--- src/rtl/shift_seq.sv ---
// -----------------------------------------------------------------------------
// shift_seq: multi-cycle barrel-shift unit. It takes one request through a
// valid/ready handshake, shifts the operand by one bit position per clock,
// and holds the result until the consumer takes it.
//
// Parameters:
//   WIDTH    operand/result width. Must be a power of two >= 2; any other
//            value stops elaboration with an error.
//   SHAMT_W  (localparam) shift-amount width, $clog2(WIDTH)
//
// Ports:
//   clk        rising-edge clock
//   rst_n      synchronous active-low reset
//   in_valid   request valid
//   in_ready   request can be accepted (IDLE only)
//   din        operand
//   shamt      shift amount, 0..WIDTH-1
//   op         00 logical left, 01 logical right, 10 arithmetic right,
//              11 rotate right (logical right when rotate is not built)
//   out_valid  result valid (DONE only)
//   out_ready  consumer takes the result
//   dout       result register (meaningful while out_valid)
//   busy       high in SHIFT or DONE
//
// Build option:
//   SHIFT_SEQ_ROTATE_EN  when defined, op=11 rotates right. When undefined,
//                        the rotate path is not built and op=11 behaves
//                        exactly as op=01.
// -----------------------------------------------------------------------------
module shift_seq #(
    parameter int WIDTH = 8
) (
    input  logic                       clk,
    input  logic                       rst_n,
    input  logic                       in_valid,
    output logic                       in_ready,
    input  logic [WIDTH-1:0]           din,
    input  logic [$clog2(WIDTH)-1:0]   shamt,
    input  logic [1:0]                 op,
    output logic                       out_valid,
    input  logic                       out_ready,
    output logic [WIDTH-1:0]           dout,
    output logic                       busy
);

    localparam int SHAMT_W = $clog2(WIDTH);

    generate
        if (WIDTH < 2 || (WIDTH & (WIDTH - 1)) != 0) begin : g_bad_width
            $error("shift_seq: WIDTH must be a power of two >= 2");
        end
    endgenerate

    typedef enum logic [1:0] {
        S_IDLE  = 2'd0,
        S_SHIFT = 2'd1,
        S_DONE  = 2'd2
    } state_t;

    state_t              state_q;
    logic [WIDTH-1:0]    data_q;
    logic [SHAMT_W-1:0]  cnt_q;
    logic [1:0]          op_q;
    logic                sign_q;
    logic                in_ready_q;
    logic                out_valid_q;
    logic                busy_q;

    // One-position shift of the working register, selected by the op
    // captured at accept time.
    logic [WIDTH-1:0]    data_d;

    always_comb begin
        data_d = {1'b0, data_q[WIDTH-1:1]};
        case (op_q)
            2'b00:   data_d = {data_q[WIDTH-2:0], 1'b0};
            2'b01:   data_d = {1'b0, data_q[WIDTH-1:1]};
            // Sign bit is the operand MSB captured at accept, so the fill
            // stays correct however many positions have been shifted.
            2'b10:   data_d = {sign_q, data_q[WIDTH-1:1]};
`ifdef SHIFT_SEQ_ROTATE_EN
            2'b11:   data_d = {data_q[0], data_q[WIDTH-1:1]};
`else
            2'b11:   data_d = {1'b0, data_q[WIDTH-1:1]};
`endif
            default: data_d = {1'b0, data_q[WIDTH-1:1]};
        endcase
    end

    // Control FSM. Handshake flags are registered alongside the state so
    // they change on the same edge as the state they describe.
    always_ff @(posedge clk) begin
        if (!rst_n) begin
            state_q     <= S_IDLE;
            data_q      <= '0;
            cnt_q       <= '0;
            op_q        <= 2'b00;
            sign_q      <= 1'b0;
            in_ready_q  <= 1'b1;
            out_valid_q <= 1'b0;
            busy_q      <= 1'b0;
        end else begin
            case (state_q)
                S_IDLE: begin
                    if (in_valid && in_ready_q) begin
                        data_q     <= din;
                        cnt_q      <= shamt;
                        op_q       <= op;
                        sign_q     <= din[WIDTH-1];
                        in_ready_q <= 1'b0;
                        busy_q     <= 1'b1;
                        if (shamt != '0) begin
                            state_q <= S_SHIFT;
                        end else begin
                            state_q     <= S_DONE;
                            out_valid_q <= 1'b1;
                        end
                    end
                end
                S_SHIFT: begin
                    data_q <= data_d;
                    cnt_q  <= cnt_q - SHAMT_W'(1);
                    // cnt==1 means this edge performs the last shift.
                    if (cnt_q == SHAMT_W'(1)) begin
                        state_q     <= S_DONE;
                        out_valid_q <= 1'b1;
                    end
                end
                S_DONE: begin
                    if (out_ready) begin
                        state_q     <= S_IDLE;
                        out_valid_q <= 1'b0;
                        busy_q      <= 1'b0;
                        in_ready_q  <= 1'b1;
                    end
                end
                default: begin
                    state_q     <= S_IDLE;
                    in_ready_q  <= 1'b1;
                    out_valid_q <= 1'b0;
                    busy_q      <= 1'b0;
                end
            endcase
        end
    end

    assign in_ready  = in_ready_q;
    assign out_valid = out_valid_q;
    assign busy      = busy_q;
    assign dout      = data_q;

endmodule

--- config.mk ---
export PLATFORM = sky130hd
export DESIGN_NAME = shift_seq
export DESIGN_NICKNAME = d
export VERILOG_FILES = /design/src/rtl/shift_seq.sv
export SDC_FILE = /design/constraint.sdc
export NUM_CORES = 1
export LEC_CHECK = 0
export ABC_CLOCK_PERIOD_IN_PS = 2530
export BUFFER_PORTS_ARGS = -buffer_cell sky130_fd_sc_hd__buf_4
export CORE_MARGIN = 3
export CORE_UTILIZATION = 54
export CTS_CLUSTER_DIAMETER = 80
export CTS_CLUSTER_SIZE = 30
export DETAILED_ROUTE_END_ITERATION = 10
export PLACE_DENSITY = 0.88
export REMOVE_ABC_BUFFERS = 1
export SYNTH_ARGS = -nofsm -noshare
export SYNTH_HDL_FRONTEND = slang
export SYNTH_SLANG_ARGS = --single-unit
export TNS_END_PERCENT = 30
--- constraint.sdc ---
create_clock -name clk -period 2.53 [get_ports clk]
set_input_delay 0.506 -clock clk [delete_from_list [all_inputs] [get_ports clk]]
set_output_delay 0.506 -clock clk [all_outputs]
set_load 0.02 [all_outputs]
* Word level (Yosys, flattened, before mapping)
Index checks and enable logic that the tools add are counted.
** Word-level totals
- Register bits :: 19
** Cells by class
- $add $sub $neg :: 1
- Eq/ne operators :: 10
- Mux-type cells :: 20
- Bitwise gates (word level) :: 1
- Reduce and logical (&&, ||, !) cells :: 11
** Operators with widths (count)
- $pmux W8 S3 :: 1
- $pmux W8 S2 :: 1
- $pmux W1 S3 :: 3
- $mux W2 :: 4
- $mux W8 :: 1
- $ne A2 B2 Y1 const B :: 4
- $mux W1 :: 7
- $eq A2 B2 Y1 const B :: 3
- $pmux W2 S3 :: 1
- $pmux W3 S2 :: 1
- $reduce_and A3 Y1 :: 2
- $eq A2 B1 Y1 const B :: 2
- $logic_not A2 Y1 :: 2
- $reduce_and A2 Y1 :: 2
- $reduce_and A4 Y1 :: 1
- $eq A3 B1 Y1 const B :: 1
- $mux W3 :: 1
- $reduce_bool A3 Y1 :: 1
- $sub A3 B1 Y3 const B :: 1
- $reduce_bool A2 Y1 :: 1
- $reduce_or A2 Y1 :: 1
- $logic_and A1 B1 Y1 :: 1
- $not A1 Y1 :: 1

* Longest topological paths before layout
Gate-level depths: netlist of the first run.
- Word-level depth :: 4
- Depth in mapped cells :: 5
- Depth with buffers taken out :: 5

* Least setup slack after synthesis of the first run
Ideal clock, no wire load.
- Path kind :: input to register
- Start :: input shamt[1]
- End :: register state_q[1]
- Arrival time :: 1.246 ns
- Setup slack :: 1.226 ns
- Stages :: 3
- Buffers on the path :: 0
- Cells stage by stage :: or4_4 a22oi_2 o21a_1
** Between the ends
- Longest elaborated chain between the ends :: 4
** RTL lines
- start, declared :: RTL line 38 : input logic [$clog2(WIDTH)-1:0] shamt,
- $reduce_bool A3 Y1 :: RTL line 112 : if (shamt != '0) begin
- $mux W2 :: RTL line 112
- $mux W2 :: RTL line 105 : if (in_valid && in_ready_q) begin
- $pmux W2 S3 :: RTL line 103 : case (state_q)
- end signal, assigned :: RTL line 113 : state_q <= S_SHIFT;
- end signal, assigned :: RTL line 115 : state_q <= S_DONE;
- end signal, assigned :: RTL line 125 : state_q <= S_DONE;
- end, declared :: RTL line 60 : state_t state_q;
No other way between the ends. The select of a mux whose other input is x is not followed.
A chain may end at the register's enable or synchronous reset.

* Worst setup path after layout of the first run
- Start :: register state_q[0]
- End :: register data_q[7] (netlist: dout[7])
** Between the ends
- Longest elaborated chain between the ends :: 3
- Elaborated cells between the ends (all ways) :: 6
** RTL lines
- start signal, assigned :: RTL line 94 : state_q <= S_IDLE;
- start signal, assigned :: RTL line 113
- start signal, assigned :: RTL line 115
- $eq A2 B1 Y1 / $logic_not A2 Y1 (equally long branches) :: RTL line 103
- $reduce_bool A2 Y1 (no source line) / $ne A2 B2 Y1 (equally long branches)
- $reduce_and A2 Y1 (no source line)
- end signal, assigned :: RTL line 106 : data_q <= din;
- end signal, assigned :: RTL line 121 : data_q <= data_d;
- end, declared :: RTL line 61 : logic [WIDTH-1:0] data_q;
Parallel ways exist; a longest one is shown, timed or not.

==> key figures, run 1 <==
Yosys
  – Syn Area/Cell: around 8.6 sq um
  – Seq/Total Area, Yosys: 0.370
  – Synth area leader: dfxtp_1
  – Main combinational cell family by area after synthesis: compound AO/OA/AOI/OAI gates
  – Synth Area in XOR/XNOR: 0
  – Leading post-synthesis cells by cell area: dfxtp_1 37%, a211oi_1 10%, o21ai_0 5.4%, o21a_1 5.1%, o22ai_1 4.3%
  – Mapped cell area: ~1000 sq um
  – Predominant post-synthesis flop cell: dfxtp_1
  – Post-Synth Adder-Cell Area: 0.0244
  – Multiplexer share of the synthesized area: 0.00974
  – Yosys warning total: 0
  – Simple-gate portion of the synthesized area: 0.179
  – Top cell type's share of synthesized area: 0.370
  – Number of enable flip-flop cells after synthesis: 0
  – Distinct cells, synth: 36
  – Compound-cell area share of the yosys netlist: 0.339
  – Post-Syn Instances: 120
  – #FFs+latches synth: 19
  – Async S/R FF share, synth: 0

Flow run
  – Maxcap violations: 0

Floorplan
  – Die ar.: 2460 sq um
  – Die Width: just under 50 microns
  – Row cnt: 15
  – Std-Cell Core Area: between 1500 and 2000 sq um
  – IO Pins: 28
  – Die span in y: a little under 50 microns
  – Initial Utilization: 0.582

Clocking
  – Total CTS buffers: 3
  – Clock buffer depth: 2
  – Worst-path clk slew: 0.12 ns
  – Post-CTS setup buffer count: 0
  – Worst-Skew Late Latency: 0.31 ns
  – CTS Sinks: 19
  – Post-CTS Hold Fix Bufs: 0
  – H-tree levels: 1
  – Cts repair resizes: 0
  – CTS tree: yes
  – Clk root buf: clkbuf_4

Power and ir drop
  – VDD IR-drop max: between 0.5 and 0.6 mV
  – Pwr Density: roughly 620 nW/um^2
  – Static Leak: between 0.4 and 0.5 nW

STA
  – Setup TNS: 0 ns
  – Fin crit share: 0.589
  – Worst slew pin tran: about 0.39 ns
  – Final setup fails: 0
  – RSZ-0062 raised after global routing: false
  – Hold WS: 0.438 ns
  – Final Hold Fails: 0
  – Min Tclk post-route: approximately 1.5 ns
  – Achievable Freq: approximately 670 MHz
  – Final Skew: between 0.009 and 0.01 ns
  – Max-slew headroom: 0.737
  – Final Max Tran Viols: 0

Critical path
  – Critical Path Fanout Max: 13
  – R2R Path Start: state_q[0]$_SDFFE_PN0P_
  – R2r endpoint: dout[7]$_SDFFE_PN0P_
  – Critical-path cell list: nand2b_1 > or3_1 > a31oi_1
  – Worst path required time: roughly 2.8 ns
  – Slowest cell on the critical path: dfxtp_1
  – Reg2Reg Depth: 3
  – CP top delay family: simple AND/OR/NAND/NOR gates
  – Endpoint type of the worst setup path: flop
  – R2R setup slack: 1.04 ns
  – Setup CP Type: flop to flop
  – Critical path buffer and inverter count: 0
  – Critical Path Max Stage Delay: 0.57 ns
  – Startpoint types: flop
  – Launch point of the critical path: state_q[0]$_SDFFE_PN0P_
  – Crit path DAT: ~1.7 ns

Worst hold path
  – Hold Crit Endpoint: op_q[1]$_SDFFE_PN0P_
  – Hold_sp: op[1]
  – Hold WC Path Type: primary input to flop
  – Hold path depth: 3

Route
  – Via count: 989
  – First-pass DRT Iterations: 4
  – Total wire length: 2450 microns
  – Antenna-violating nets left: 0
  – Vias per cell: 5.92
  – Avg WL per Cell: between 10 and 15 microns
  – Residual DRC: 0
  – DR iter-0 viols: 28

Placement
  – HPWL after detailed placement: around 1800 microns
  – Routability cong.: between 0.8 and 0.9
  – Cells after DPL: about 160
  – I/O Buffers: 27

Global route
  – Grt ovf: 0
  – Global-route wire length before repair: between 4000 and 5000 microns
  – Initial antenna violation count: 0
  – Vias in the first global route: roughly 950
  – Largest net degree at the start of global routing: 14
  – GRT Total Usage: 0.214

Cells and area
  – Nets: approximately 160
  – Post-route insts no fill: 167
  – Share of layout cells above drive strength 1: 0.254
  – Antenna fix cells: 0
  – Fill count: between 150 and 200
  – P&R area growth vs syn: 19.5%
  – Final core occ: 0.696

Run status
  – Status: finished clean
## sequential cells by signal, indices dropped and copies added, names as in the netlist
signal	count
busy	1
op_q	2
cnt_q	3
dout	8
out_valid	1
sign_q	1
state_q	2
in_ready	1
## stage by stage
stage | worst slack [ns] | power, mW | cell area [sq um]
5_1_grt | 0.910 | 0.803 | 1230
4_1_cts | 1.04 | 0.764 | 1230
3_3_place_gp | 1.10 | 0.597 | 1200
6_report | 1.04 | 0.762 | 1230
3_5_place_dp | 1.07 | 0.606 | 1200
2_1_floorplan | 1.23 | 0.513 | 966
## cells by family after synthesis
family          count (synthesis)
compound gates                 52
simple gates                   32
flops                          19
buf+inv                        14
mux                             1
fa+ha+maj                       2
## tightest hold or removal path, stage by stage
cell	delay, ns
buf_4	0.11
nand2_1	0.05
a21oi_1	0.05
## cell type report
| class | count | area (sq um) | share of cell area |
|---|---|---|---|
| multi-input combinational | 87 | 567 | 0.462 |
| sequential | 19 | 380 | 0.310 |
| timing repair buffer | 27 | 203 | 0.165 |
| tap | 25 | 31.3 | 0.0255 |
| clock buffer | 3 | 22.5 | 0.0183 |
| inverter | 5 | 18.8 | 0.0153 |
| clock inverter | 1 | 5.00 | 0.00408 |
## cells in the final DEF, fill, tap and decap left out, types with 2 or more instances in the layout
master	netlist	layout
o21a_1	7	7
a21oi_1	6	6
nand2_1	9	9
inv_1	4	4
a31oi_1	2	2
a211oi_1	14	14
nor2_1	5	5
nand2b_1	2	2
nand3b_1	2	2
dfxtp_1	19	19
o21ai_0	11	11
clkbuf_4	0	3
buf_4	2	27
nand3_1	3	3
ha_1	2	2
o22ai_1	7	7
## power breakdown
group | internal (mW) | leakage (nW) | total [mW] | switching (mW)
clock network | 0.0590 | 0.0177 | 0.160 | 0.101
logic | 0.103 | 0.311 | 0.221 | 0.117
registers | 0.335 | 0.157 | 0.381 | 0.0463
total | 0.497 | 0.486 | 0.762 | 0.264
## worst max path at each step
| stage | endpoint | depth (start not counted) | slack (ns) |
|---|---|---|---|
| 2_1_floorplan | state_q[1]$_SDFFE_PN0P_ | 3 | 1.23 |
| 3_3_place_gp | state_q[1]$_SDFFE_PN0P_ | 4 | 1.10 |
| 3_5_place_dp | dout[7]$_SDFFE_PN0P_ | 3 | 1.07 |
| 4_1_cts | dout[7]$_SDFFE_PN0P_ | 3 | 1.04 |
| 5_1_grt | dout[7]$_SDFFE_PN0P_ | 3 | 0.91 |
| 6_report | dout[7]$_SDFFE_PN0P_ | 3 | 1.04 |
## per-layer routing
metal | up-vias | global-route usage | wire (microns)
met5 | - | 0 | 0
met4 | 0 | 0.0599 | 17
met3 | 2 | 0.0604 | 128
met2 | 28 | 0.374 | 1240
met1 | 465 | 0.253 | 1060
li1 | 494 | - | -
## cell usage after synthesis, types with 2 or more instances
library cell,n
dfxtp_1,19
a211oi_1,14
o21ai_0,11
nand2_1,9
o21a_1,7
o22ai_1,7
a21oi_1,6
nor2_1,5
buf_2,4
inv_1,4
nand3_1,3
a31oi_1,2
buf_4,2
buf_6,2
ha_1,2
nand2b_1,2
nand3b_1,2
Power figures use the tool's default switching activity.
==> inputs of run 2 (changes only) <==
Settings changed: ABC_AREA from default to 1, ABC_CLOCK_PERIOD_IN_PS 2530 to 1200, CORE_UTILIZATION 54 to 45, PLACE_DENSITY 0.88 to 0.79.
Clock period 2.53 ns to 1.2 ns, I/O delays scaled along.
==> run 2 against run 1 <==
  * Area after synthesis down 2.1%
  * Register-to-register slack worse by 1.0 ns
  * Wire length down 5.0%
  * Synthesized cell count up 18%
  * Critical endpoint is now cnt_q[2]$_SDFFE_PN0P_
  * Largest cell class unchanged
==> key figures, run 2 <==
Clocking
  – Worst-Skew Late Latency: 0.31 ns (about the same)
  – CTS tree: yes
  – Worst-path clk slew: 0.12 ns (about the same)
  – Post-CTS Hold Fix Bufs: 0 (unchanged)
  – H-tree levels: 1 (unchanged)
  – Total CTS buffers: 3 (unchanged)
  – CTS Sinks: 19 (unchanged)
  – Clk root buf: clkbuf_4
  – Clock buffer depth: 2 (unchanged)

Route
  – Via count: 1,007 (+1.8%)
  – Antenna-violating nets left: 0 (unchanged)
  – Residual DRC: 0 (unchanged)
  – Avg WL per Cell: 11.6 microns (-21%)
  – Total wire length: 2330 microns (-5.0%)
  – First-pass DRT Iterations: 4 (unchanged)
  – Vias per cell: 5.01 (-15%)
  – DR iter-0 viols: 10 (-64%)

STA
  – Final worst-path setup slack: 0.0316 ns (-1.01 ns)
  – Final setup fails: 0 (unchanged)
  – Worst slew pin tran: 0.230 ns (-0.164 ns)
  – Hold WS: 0.187 ns (-0.250 ns)
  – Max-slew headroom: 0.846 (+0.109)
  – Final Hold Fails: 0 (unchanged)
  – Fin crit share: 0.974 (+0.384)
  – Min Tclk post-route: 1.17 ns (-0.322 ns)
  – Setup TNS: 0 ns (unchanged)
  – RSZ-0062 raised after global routing: true
  – Achievable Freq: 856 MHz (+28%)
  – Final Skew: 0.00730 ns (-0.00227 ns)
  – Final Max Tran Viols: 0 (unchanged)

Placement
  – HPWL after detailed placement: 1640 microns (-8.7%)
  – Dpl ws: 0.00471 ns (-1.07 ns)
  – I/O Buffers: 27 (unchanged)
  – Routability cong.: 0.835 (-3.2%)
  – Cells after DPL: 192 (+18%)

Flow run
  – Maxcap violations: 0 (unchanged)

Yosys
  – Distinct cells, synth: 20 (-44%)
  – Post-Syn Instances: 141 (+18%)
  – Predominant post-synthesis flop cell: dfxtp_1
  – Top cell type's share of synthesized area: 0.378 (+0.00783)
  – Seq/Total Area, Yosys: 0.378 (+0.00783)
  – Synth area leader: dfxtp_1
  – Leading post-synthesis cells by cell area: dfxtp_1 38%, o21ai_0 8.5%, a21oi_1 7.5%, inv_1 7.5%, nand2_1 7.5%
  – Most frequent cells after synthesis: 20 x inv_1, 20 x nand2_1, 19 x dfxtp_1
  – Number of enable flip-flop cells after synthesis: 0 (unchanged)
  – Syn Area/Cell: 7.13 sq um (-17%)
  – #FFs+latches synth: 19 (unchanged)
  – Mapped cell area: 1010 sq um (-2.1%)
  – Async S/R FF share, synth: 0 (unchanged)
  – Yosys warning total: 0 (unchanged)

Global route
  – Largest net degree at the start of global routing: 18 (+4)
  – Grt ovf: 0 (unchanged)
  – Vias in the first global route: 883 (-7.0%)
  – GRT Total Usage: 0.173 (-0.0413)
  – Global-route wire length before repair: 3610 microns (-14%)
  – Initial antenna violation count: 0 (unchanged)

Critical path
  – Critical-path cell list: buf_4 > nand2_8 > inv_1 > nand3_1 > o21ai_0 > nor2_1 > nor2_1
  – Setup CP Type: flop to flop
  – Crit path DAT: 1.39 ns (-0.34 ns)
  – Critical Path Max Stage Delay: 0.38 ns (-0.19 ns)
  – Endpoint type of the worst setup path: flop
  – Worst path required time: 1.42 ns (-1.35 ns)
  – Crit path top cell by count: nor2_1
  – Slowest cell on the critical path: dfxtp_4
  – Critical Path Fanout Max: 15 (+2)
  – Startpoint types: flop

Run status
  – Status: finished clean

Floorplan
  – Die ar.: 2840 sq um (+15%)
  – Die Width: 53.3 microns (+7.4%)
  – IO Pins: 28 (unchanged)
  – Std-Cell Core Area: 2040 sq um (+16%)
  – Die span in y: 53.3 microns (+7.4%)
  – Row cnt: 16 (+1)
  – Initial Utilization: 0.493 (-0.0896)

Cells and area
  – Nets: 194 (+20%)
  – Post-route insts no fill: 201 (+20%)
  – P&R area growth vs syn: 31.0%
  – Fill count: 193 (+18%)
  – Commonest cells after routing, fill and taps aside: 31 x buf_4, 19 x nand2_1, 18 x inv_1
  – Max reg flops: 8 (unchanged)
  – Antenna fix cells: 0 (unchanged)
  – Commonest non-fill, non-tap cell in the layout: buf_4
  – Share of layout cells above drive strength 1: 0.310 (+0.0568)

Power and ir drop
  – VDD IR-drop max: 1.48 mV (+170%)
  – Pwr Density: 2790 nW/um^2 (+350%)
  – Static Leak: 0.614 nW (+26%)
  – Total chip power: 3.67 mW (+380%)

Worst hold path
  – Hold WC Path Type: primary input to flop
==> run 2: changes by cell type after synthesis, sizes merged, moves of 7 or more <==
cell	previous run	this run
inv	4	22
o21ai	11	26
a211oi	14	0
nand2	10	23
nor2	5	17
a21oi	6	16
o21a	7	0
o22ai	7	0
==> run 2: cell type report <==
cell class | count | area [sq um] | area share
Multi-Input combinational cell | 96 | 529 | 0.402
Inverter | 22 | 82.6 | 0.0627
Timing Repair Buffer | 33 | 255 | 0.194
Clock inverter | 1 | 5.00 | 0.00380
Tap cell | 27 | 33.8 | 0.0256
Sequential cell | 19 | 389 | 0.295
Clock buffer | 3 | 22.5 | 0.0171
==> run 2: kinds of logic after synthesis <==
| logic type | synth area share |
|---|---|
| AND/OR/NAND/NOR | 0.238 |
| buffers and inverters | 0.124 |
| AO/OA/AOI/OAI | 0.235 |
| adder cells (fa/ha/maj) | 0.0249 |
| flip-flops | 0.378 |
==> run 2: path summary, 6_finish.rpt <==
kind | startpoint | end | slack (ns) | cells past startpoint
setup / recovery | state_q[0]$_SDFFE_PN0P_ | cnt_q[2]$_SDFFE_PN0P_ | 0.03 | 7
hold / removal | op[1] | op_q[1]$_SDFFE_PN0P_ | 0.19 | 3
setup reg to reg | state_q[0]$_SDFFE_PN0P_ | cnt_q[2]$_SDFFE_PN0P_ | 0.03 | 7
hold reg to reg | sign_q$_SDFFE_PN0P_ | sign_q$_SDFFE_PN0P_ | 0.47 | 2
==> run 2: what timing repair did <==
| item | in CTS | in global routing |
|---|---|---|
| endpoints found under the hold margin | 0 | 0 |
| setup endpoints to repair | 3 | 14 |
| resized for setup | 1 | 23 |
| setup buffers | 1 | 4 |
| pin swaps | 1 | 6 |
==> run 2: worst max-delay path, delay by kind of cell, from the launching register on <==
family                 cells  cell delay [ns]
buffers and inverters      2             0.26
AND/OR/NAND/NOR            4             0.36
flip-flops                 1             0.38
AO/OA/AOI/OAI              1             0.08
==> run 2: per-layer routing <==
metal | part of all wire | vias up | global-route usage
met5 | 0 | - | 0
met4 | 0.018 | 0 | 0.0809
met3 | 0.036 | 5 | 0.0254
met2 | 0.47 | 22 | 0.308
met1 | 0.47 | 450 | 0.198
li1 | - | 530 | -
==> run 2: report_power, final <==
| group | switching [mW] | internal [mW] | total, mW | leakage, nW |
|---|---|---|---|---|
| clock network | 0.217 | 0.125 | 0.342 | 0.0177 |
| logic | 1.26 | 0.881 | 2.14 | 0.437 |
| registers | 0.257 | 0.934 | 1.19 | 0.158 |
| total | 1.73 | 1.94 | 3.67 | 0.614 |
==> run 2: stage by stage <==
stage / util / instance area, sq um
6_report: 0.645 / 1320
2_1_floorplan: - / 963
5_1_grt: 0.645 / 1320
4_1_cts: 0.609 / 1240
3_3_place_gp: 0.591 / 1210
3_5_place_dp: 0.591 / 1210
